File: src/rtl/chip8_loader_pkg.sv
// Shared types and defaults for the CHIP-8 program loader.
package chip8_loader_pkg;

  localparam int unsigned ADDR_W = 12;
  localparam int unsigned BYTE_W = 8;
  localparam int unsigned LEN_W  = 16;

  localparam logic [ADDR_W-1:0] BASE_ADDR_DEF = 12'h200;
  localparam int unsigned       MAX_LEN_DEF   = 3584;
  localparam logic [BYTE_W-1:0] SYNC_DEF      = 8'hC8;
  localparam int unsigned       TIMEOUT_DEF   = 25_000_000;
  localparam int unsigned       TO_W_DEF      = 25;

  typedef enum logic [2:0] {
    ST_IDLE,
    ST_LEN_HI,
    ST_LEN_LO,
    ST_DATA,
    ST_CSUM,
    ST_RUN,
    ST_ERR
  } state_t;

  typedef struct packed {
    logic [ADDR_W-1:0] addr;
    logic [BYTE_W-1:0] data;
  } mem_wr_t;

  // States in which the inter-byte timeout is armed.
  function automatic logic in_frame(input state_t s);
    return (s == ST_LEN_HI) || (s == ST_LEN_LO) || (s == ST_DATA) || (s == ST_CSUM);
  endfunction

endpackage

File: src/rtl/chip8_loader.sv
// Parses SYNC/LEN/DATA/CSUM frames from the UART byte strobe into interpreter RAM,
// gates the interpreter run flag, and forwards bytes as keypad input while running.
module chip8_loader
  import chip8_loader_pkg::*;
#(
  parameter logic [ADDR_W-1:0] BASE_ADDR = BASE_ADDR_DEF,
  parameter int unsigned       MAX_LEN   = MAX_LEN_DEF,
  parameter logic [BYTE_W-1:0] SYNC      = SYNC_DEF,
  parameter int unsigned       TIMEOUT   = TIMEOUT_DEF,
  parameter int unsigned       TO_W      = TO_W_DEF
) (
  input  logic              clk_i,
  input  logic              rstn_i,
  input  logic [BYTE_W-1:0] rx_i,
  input  logic              rx_i_v,
  input  logic              reload_i,
  output logic              mem_we_o,
  output logic [ADDR_W-1:0] mem_addr_o,
  output logic [BYTE_W-1:0] mem_data_o,
  output logic              cpu_run_o,
  output logic [BYTE_W-1:0] key_o,
  output logic              key_v_o,
  output logic              load_err_o
);

  state_t            state_q, state_d;
  logic [BYTE_W-1:0] len_hi_q, len_hi_d;
  logic [ADDR_W-1:0] len_q, len_d;
  logic [ADDR_W-1:0] idx_q, idx_d;
  logic [BYTE_W-1:0] sum_q, sum_d;
  logic [TO_W-1:0]   to_q;
  mem_wr_t           wr_q, wr_d;
  logic              we_q, we_d;
  logic              run_q, run_d;
  logic [BYTE_W-1:0] key_q, key_d;
  logic              key_v_q, key_v_d;
  logic              err_q, err_d;

  logic [LEN_W-1:0]  len_full_c;
  logic              timeout_c;
  logic              sync_c;
  logic              csum_ok_c;

  assign len_full_c = {len_hi_q, rx_i};
  assign sync_c     = rx_i_v && (rx_i == SYNC);
  assign csum_ok_c  = (BYTE_W'(sum_q + rx_i) == '0);
  assign timeout_c  = in_frame(state_q) && !rx_i_v && (to_q == TO_W'(TIMEOUT - 1));

  always_ff @(posedge clk_i or negedge rstn_i) begin
    if (!rstn_i) state_q <= ST_IDLE;
    else         state_q <= state_d;
  end

  always_comb begin
    state_d = state_q;
    if (timeout_c) begin
      state_d = ST_ERR;
    end else begin
      case (state_q)
        ST_IDLE:   if (sync_c) state_d = ST_LEN_HI;
        ST_LEN_HI: if (rx_i_v) state_d = ST_LEN_LO;
        ST_LEN_LO:
          if (rx_i_v) begin
            if (len_full_c == '0 || len_full_c > LEN_W'(MAX_LEN)) state_d = ST_ERR;
            else                                                  state_d = ST_DATA;
          end
        ST_DATA:   if (rx_i_v && idx_q == len_q - ADDR_W'(1)) state_d = ST_CSUM;
        ST_CSUM:   if (rx_i_v) state_d = csum_ok_c ? ST_RUN : ST_ERR;
        ST_RUN:    if (reload_i) state_d = ST_IDLE;
        ST_ERR:    if (sync_c) state_d = ST_LEN_HI;
        default:   state_d = ST_IDLE;
      endcase
    end
  end

  // Next values for the datapath and the registered outputs.
  always_comb begin
    len_hi_d = len_hi_q;
    len_d    = len_q;
    idx_d    = idx_q;
    sum_d    = sum_q;
    wr_d     = wr_q;
    we_d     = 1'b0;
    key_d    = key_q;
    key_v_d  = 1'b0;
    run_d    = (state_d == ST_RUN);
    err_d    = (state_d == ST_ERR) ? 1'b1 : err_q;
    case (state_q)
      ST_IDLE, ST_ERR:
        if (sync_c) begin
          err_d = 1'b0;
          idx_d = '0;
          sum_d = '0;
        end
      ST_LEN_HI: if (rx_i_v) len_hi_d = rx_i;
      ST_LEN_LO: if (rx_i_v) len_d = len_full_c[ADDR_W-1:0];
      ST_DATA:
        if (rx_i_v) begin
          we_d      = 1'b1;
          wr_d.addr = BASE_ADDR + idx_q;
          wr_d.data = rx_i;
          idx_d     = idx_q + ADDR_W'(1);
          sum_d     = BYTE_W'(sum_q + rx_i);
        end
      ST_RUN:
        if (rx_i_v && !reload_i) begin
          key_d   = rx_i;
          key_v_d = 1'b1;
        end
      default: ;
    endcase
  end

  always_ff @(posedge clk_i or negedge rstn_i) begin
    if (!rstn_i) begin
      len_hi_q <= '0;
      len_q    <= '0;
      idx_q    <= '0;
      sum_q    <= '0;
      wr_q     <= '0;
      we_q     <= 1'b0;
      run_q    <= 1'b0;
      key_q    <= '0;
      key_v_q  <= 1'b0;
      err_q    <= 1'b0;
    end else begin
      len_hi_q <= len_hi_d;
      len_q    <= len_d;
      idx_q    <= idx_d;
      sum_q    <= sum_d;
      wr_q     <= wr_d;
      we_q     <= we_d;
      run_q    <= run_d;
      key_q    <= key_d;
      key_v_q  <= key_v_d;
      err_q    <= err_d;
    end
  end

  // Inter-byte timeout: restarts on every byte and on every state change.
  always_ff @(posedge clk_i or negedge rstn_i) begin
    if (!rstn_i)                                                 to_q <= '0;
    else if (rx_i_v || state_d != state_q || !in_frame(state_q)) to_q <= '0;
    else                                                         to_q <= to_q + TO_W'(1);
  end

  assign mem_we_o   = we_q;
  assign mem_addr_o = wr_q.addr;
  assign mem_data_o = wr_q.data;
  assign cpu_run_o  = run_q;
  assign key_o      = key_q;
  assign key_v_o    = key_v_q;
  assign load_err_o = err_q;

endmodule

File: config.mk
export PLATFORM = sky130hd
export DESIGN_NAME = chip8_loader
export DESIGN_NICKNAME = d
export VERILOG_FILES = /design/src/rtl/chip8_loader_pkg.sv /design/src/rtl/chip8_loader.sv
export SDC_FILE = /design/constraint.sdc
export NUM_CORES = 1
export LEC_CHECK = 0
export ABC_AREA = 1
export CORE_MARGIN = 2
export CORE_UTILIZATION = 50
export DETAILED_ROUTE_END_ITERATION = 10
export PLACE_DENSITY = 0.79
export SYNTH_ARGS = -nofsm -noshare
export SYNTH_HDL_FRONTEND = slang
export SYNTH_SLANG_ARGS = --single-unit
File: constraint.sdc
create_clock -name clk_i -period 5.85 [get_ports clk_i]
set_clock_uncertainty 0.15 [all_clocks]
set_input_delay 1.755 -clock clk_i [delete_from_list [all_inputs] [get_ports clk_i]]
set_output_delay 1.755 -clock clk_i [all_outputs]
set_load 0.01 [all_outputs]
======== Yosys cells after proc, flatten, opt, wreduce, memory -nomap -nowiden ========
Index checks and enable logic that the tools add are counted.
word-level totals
  bits of input ports ..................... 12
  logic and storage cells ................. 81
  output and inout bits ................... 32
  bits in registers ....................... 100
cells by class
  reductions and logical operators ........ 24
  eq/ne operators ......................... 14
  order comparisons ....................... 1
  muxes and demuxes ....................... 24
  $add $sub $neg .......................... 5
operators by type and width
  operator                                                         count
  adder 25 x 1 -> 25 bit, second input constant                    1
  == test 25 bit, second input constant                            1
  2-to-1 mux 25 bit                                                1
  2-to-1 mux 12 bit                                                2
  2-to-1 mux 3 bit                                                 8
  one-hot mux 12 bit (2 select lines)                              1
  one-hot mux 3 bit (6 select lines)                               1
  greater-than comparator 16 x 12 -> 1 bit, second input constant  1
  zero test 16 bit                                                 1
  2-to-1 mux 8 bit                                                 2
  one-hot mux 8 bit (2 select lines)                               1
  == test 3 bit, second input constant                             5
  adder 10 x 12 -> 12 bit, first input constant                    1
  adder 12 x 1 -> 12 bit, second input constant                    1
  == test 12 bit                                                   1
  subtractor 12 x 1 -> 12 bit, second input constant               1
  adder 8 bit                                                      1
  == test 8 bit, second input constant                             1
  zero test 8 bit                                                  1
  AND reduction 2 bit                                              4
  2-to-1 mux 1 bit                                                 7
  == test 3 x 2 -> 1 bit, second input constant                    2
  logical OR 1 bit                                                 6
  logical AND 1 bit                                                5
  10 further kinds                                                 12

======== Longest topological paths before layout ========
  depth in word-level cells ............... 11
  mapped depth ............................ 18
  mapped depth without buffers ............ 17

======== Worst setup path before layout ========
OpenSTA, ideal clock, no wires.
  kind .................................... input -> register
  from .................................... in rx_i[0]
  to ...................................... reg to_q[10]
  stages .................................. 13
  setup time .............................. 0.080 ns
  arrival ................................. 3.626 ns
  path slack .............................. 1.993 ns
  data required time ...................... 5.620 ns
  path buffers ............................ 1
  cells stage by stage .................... ha_1 fa_1 xor2_1 nor2_1 nand3_1 nor2_1 nand2_1 a21oi_1 nand3_2 nand2_2 nand2_4 buf_6 nor3_2
between the ends
  cells in the longest elaborated chain, start to end .. 10
  elaborated cells between the ends (all ways) .. 18
  those cells by class .................... add/sub: 1; order compare: 1; eq/ne: 2; mux: 8; reduce/logical: 6
ends and longest elaborated chain
  item                                    RTL line             text
  from (decl)                             chip8_loader.sv:14   input logic [BYTE_W-1:0] rx_i,
  adder 8 bit                             chip8_loader.sv:46   assign csum_ok_c = (BYTE_W'(sum_q + rx_i) == '0);
  zero test 8 bit                         chip8_loader.sv:46
  2-to-1 mux 2 bit                        chip8_loader.sv:68   ST_CSUM: if (rx_i_v) state_d = csum_ok_c ? ST_RUN : ST_ERR;
  2-to-1 mux 3 bit                        chip8_loader.sv:68
  one-hot mux 3 bit (6 select lines) (*)  chip8_loader.sv:59   case (state_q)
  2-to-1 mux 3 bit (*)                    chip8_loader.sv:56   if (timeout_c) begin
  named net state_d[1]                    chip8_loader.sv:26   state_t state_q, state_d;
  != test 3 bit (*)                       chip8_loader.sv:143  else if (rx_i_v || state_d != state_q || !in_frame(state_q)) to_q <= '0;
  logical OR 1 bit (*) (2 in series)      chip8_loader.sv:143
  2-to-1 mux 25 bit (*)                   chip8_loader.sv:143
  to (signal assigned)                    chip8_loader.sv:144  else to_q <= to_q + TO_W'(1);
  to (decl)                               chip8_loader.sv:31   logic [TO_W-1:0] to_q;
The timed path passes the listed nets; every way through them passes the cells marked *.
A chain may end at the register's enable or synchronous reset.

======== Worst setup path in the final report ========
  from .................................... in rx_i[0]
  to ...................................... reg to_q[2]
between the ends
  cells in the longest elaborated chain, start to end .. 10
  elaborated cells between the ends (all ways) .. 18
  those cells by class .................... add/sub: 1; order compare: 1; eq/ne: 2; mux: 8; reduce/logical: 6
ends and longest elaborated chain
  item                                                  RTL line
  adder 8 bit, or another cell as far along             chip8_loader.sv:46
  zero test 8 bit or logical OR 1 bit (tied branches)   chip8_loader.sv:46, chip8_loader.sv:64
  2-to-1 mux 2 bit or 2-to-1 mux 3 bit (tied branches)  chip8_loader.sv:68, chip8_loader.sv:64
  2-to-1 mux 3 bit (on tied branches)                   chip8_loader.sv:68, chip8_loader.sv:63
  one-hot mux 3 bit (6 select lines) (*)                chip8_loader.sv:59
  2-to-1 mux 3 bit (*)                                  chip8_loader.sv:56
  != test 3 bit (*)                                     chip8_loader.sv:143
  logical OR 1 bit (*) (2 in series)                    chip8_loader.sv:143
  2-to-1 mux 25 bit (*)                                 chip8_loader.sv:143
Every way passes the cells marked *; elsewhere a longest branch is shown, timed or not.

==> qor.csv <==
stage,metric,value,unit
setup_path,"Cell Chain, Critical Path","clkdlybuf4s50_1, ha_1, fa_1, xor2_1, nor2_1, nand3_1, nor2_1, nand2_1, nand2_1, a21oi_1, nand2_1, nand2_1, nand2_1, nand3_4, nor3_1",
die,Site Rows,38,
clock_tree,CTS tree,yes,
die,die width,110,um
timing,max-slew violation count,0,
logic_synthesis,async set or reset register ratio after synthesis,1.00,
setup_path,startpoint types,input pin,
pwr,Internal Power,1520,uW
global_routing,grt ovf,0,
logic_synthesis,mean area per synthesized cell,8.02,um^2
timing,unrepaired setup endpoints after global routing,no,
layout,Layout area overhead,12.9,%
setup_path,Crit Path Max Fanout,25,
die,core area,0.0109,mm^2
logic_synthesis,Synth warnings,0,
logic_synthesis,Post-synth EDFFs,0,
setup_path,worst path required time,6000,ps
global_routing,largest net degree at the start of global routing,72,
setup_path,slowest CP cell,clkdlybuf4s50_1,
layout,Final Non-Filler Cells,884,
routing,drt pass-1 iters,4,
timing,worst setup margin,1530,ps
routing,Final ANT Viol Nets,0,
clock_tree,CTS Buffer Depth,2,
timing,slew of the pin with the lowest slew margin,1020,ps
pwr,Clock power frac,0.174,
setup_path,kind of critical path,in2reg,
setup_path,CP bufs+invs,1,
pwr,Sw Share,0.431,
clock_tree,Sinks on Clock Net,100,
place,DP Wirelength,9270,um
die,initial core utilization,0.515,
place,gp weighted congestion,0.965,
pwr,VDD IR-drop max,0.000261,V
timing,Max Freq,231,MHz
layout,Fillers,983,
routing,Vias,4743,
clock_tree,clk_lat worst skew,390,ps
layout,antenna cell count,0,
pwr,Sequential Power Share,0.390,
setup_path,critical path's largest stage delay,480,ps
clock_tree,post-cts sizing count,0,
clock_tree,setup bufs post-CTS,0,
setup_path,Worst setup EP type,register,
pwr,Leak Pwr,0.00289,uW
logic_synthesis,dominant synthesized flop cell,dfrtp_1,
routing,DRC viols,0,
pwr,PwrDens,422,mW/mm^2
routing,Total Wirelength,12600,um
place,Placed Cells incl. Taps,868,
place,area post-placement,0.00613,mm^2
timing,setup TNS,0,ps
layout,layout cells sized above 1,0.117,
die,Ports,44,
min_path,HP Class,reg2reg,
routing,mean number of vias per cell,5.37,
flow_run,max cap viols,0,
place,PortBufs,43,
clock_tree,H-tree levels,3,
global_routing,GR Util All Layers,0.225,
timing,final setup fails,0,
outcome,status,"finished, final reports clean",
timing,Hold WS,342,ps
global_routing,vias in the first global route,4585,
logic_synthesis,"flops & latches, synth",100,
layout,Final Instance Area,0.00633,mm^2
clock_tree,cts bufs inserted,9,
timing,Max-slew headroom,0.314,
clock_tree,Root Driver,clkbuf_8,
die,die area,0.0121,mm^2
global_routing,initial antenna violation count,0,
setup_path,most frequent cell on the critical path,nand2_1,
place,dpl ws,1140,ps
routing,Avg WL per Cell,14.2,um
timing,Final Hold Fails,0,
logic_synthesis,register area share after synthesis,0.446,
routing,initial DRC count,288,
logic_synthesis,library cells used by synthesis,40,
global_routing,first-pass GRT wire length,21300,um
setup_path,CP top delay family,simple AND/OR/NAND/NOR gates,
setup_path,R2R cell count,14,
logic_synthesis,synthesized cell area,0.00561,mm^2
setup_path,Stages on worst setup path,15,
layout,Nets,763,
clock_tree,cts hold-fix bufs,0,
pwr,fraction of power consumed by combinational cells,0.436,
die,Die Span Y,110,um
logic_synthesis,Synth Instances,699,
logic_synthesis,syn nets,723,
min_path,WHS Path Cells,2,
timing,min Tclk post-route,4320,ps
clock_tree,clock-pin slew of the registers on the worst-case setup and hold paths,100,ps
pwr,sw power,1150,uW
timing,final period utilization,0.739,
setup_path,Critical Path AT,4470,ps
state kept, by name, summed over array words and instances, names as in the netlist, 3 cells and up:
signal / flops
len_q: 12
len_hi_q: 8
to_q: 25
state_q: 3
key_o: 8
mem_addr_o: 12
mem_data_o: 8
sum_q: 8
idx_q: 12
layout by cell type (no fill, tap or decap), types with 4 or more instances in the layout:
cell,instances
nand3_1,40
o21ai_0,53
inv_2,12
xor2_1,14
nor2_1,55
dfrtp_1,100
nand2_2,6
nand3_2,4
nand4_1,23
xnor2_1,11
nor3_2,26
clkdlybuf4s50_1,42
nor2_2,9
nor3_1,16
inv_1,73
nor4_1,4
nand2_1,180
a21oi_1,19
clkbuf_8,9
ha_1,11
metrics by stage:
step | util | total power, uW
after floorplan | - | 1890
after global placement | 0.563 | 2170
after detailed placement | 0.563 | 2220
after CTS | 0.581 | 2690
after global routing | 0.581 | 2890
final | 0.581 | 2670
cells in the mapped netlist, types with 2 or more instances:
cell type  count  area share
nand2_1      180        0.12
dfrtp_1      100        0.45
inv_1         73       0.049
nor2_1        55       0.037
o21ai_0       53       0.047
nand3_1       40       0.036
nor3_2        26       0.046
nand4_1       23       0.026
a21oi_1       19       0.017
nor3_1        16       0.014
xor2_1        14       0.022
inv_2         12      0.0080
ha_1          11       0.025
xnor2_1       11       0.017
clkbuf_1      10      0.0067
nor2_2         9       0.010
nand2_2        6      0.0067
buf_6          4      0.0080
nand3_2        4      0.0071
nor4_1         4      0.0045
nand3b_1       3      0.0040
nor2_4         3      0.0060
o21ai_1        3      0.0027
o21a_1         2      0.0027
o21ai_2        2      0.0031
or2_1          2      0.0022
routing by layer:
| metal | part of all wire | track usage | up-vias |
|---|---|---|---|
| met2 | 0.48 | 0.360 | 80 |
| li1 | - | - | 2354 |
| met4 | 0.020 | 0.100 | 0 |
| met1 | 0.46 | 0.302 | 2290 |
| met3 | 0.037 | 0.0368 | 19 |
| met5 | 0 | 0 | - |
worst min-delay path, stage by stage, from the launching register on:
cell     delay, ps
dfrtp_1        350
nand2_1         50
o21ai_0         60
final timing paths:
path	to	start	slack, ps
min in group asynchronous	mem_data_o[2]	rstn_i	1310
worst max register to register	to_q[2]	sum_q[0]	3040
worst max-delay path	to_q[2]	rx_i[0]	1530
worst min register to register	mem_data_o[4]	mem_data_o[4]	340
max in group asynchronous	len_hi_q[0]	rstn_i	3310
worst min-delay path	mem_data_o[4]	mem_data_o[4]	340
power groups by stage:
stage / clock network [uW] / logic [uW] / registers [uW]
floorplan: 0 / 840 / 1050
global placement: 0 / 1120 / 1040
detailed placement: 0 / 1170 / 1050
CTS: 477 / 1170 / 1040
global route: 501 / 1320 / 1070
finish: 467 / 1170 / 1040
cell families after synthesis:
| logic type | synth area share |
|---|---|
| and+or+nand+nor | 0.331 |
| buffers and inverters | 0.0738 |
| DFF | 0.446 |
| AOI/OAI and AO/OA | 0.0796 |
| xor gates and xnor gates | 0.0390 |
| adders and majority gates | 0.0281 |
| muxes | 0.00201 |
layout make-up:
class	count	area, um^2	share of cell area
Inverter	85	319	0.0504
Clock buffer	10	128	0.0202
Sequential cell	100	2500	0.395
Tap cell	140	175	0.0277
Clock inverter	6	71.3	0.0113
Timing Repair Buffer	45	443	0.0700
Multi-Input combinational cell	498	2690	0.425
(Power assumes the default switching activity.)
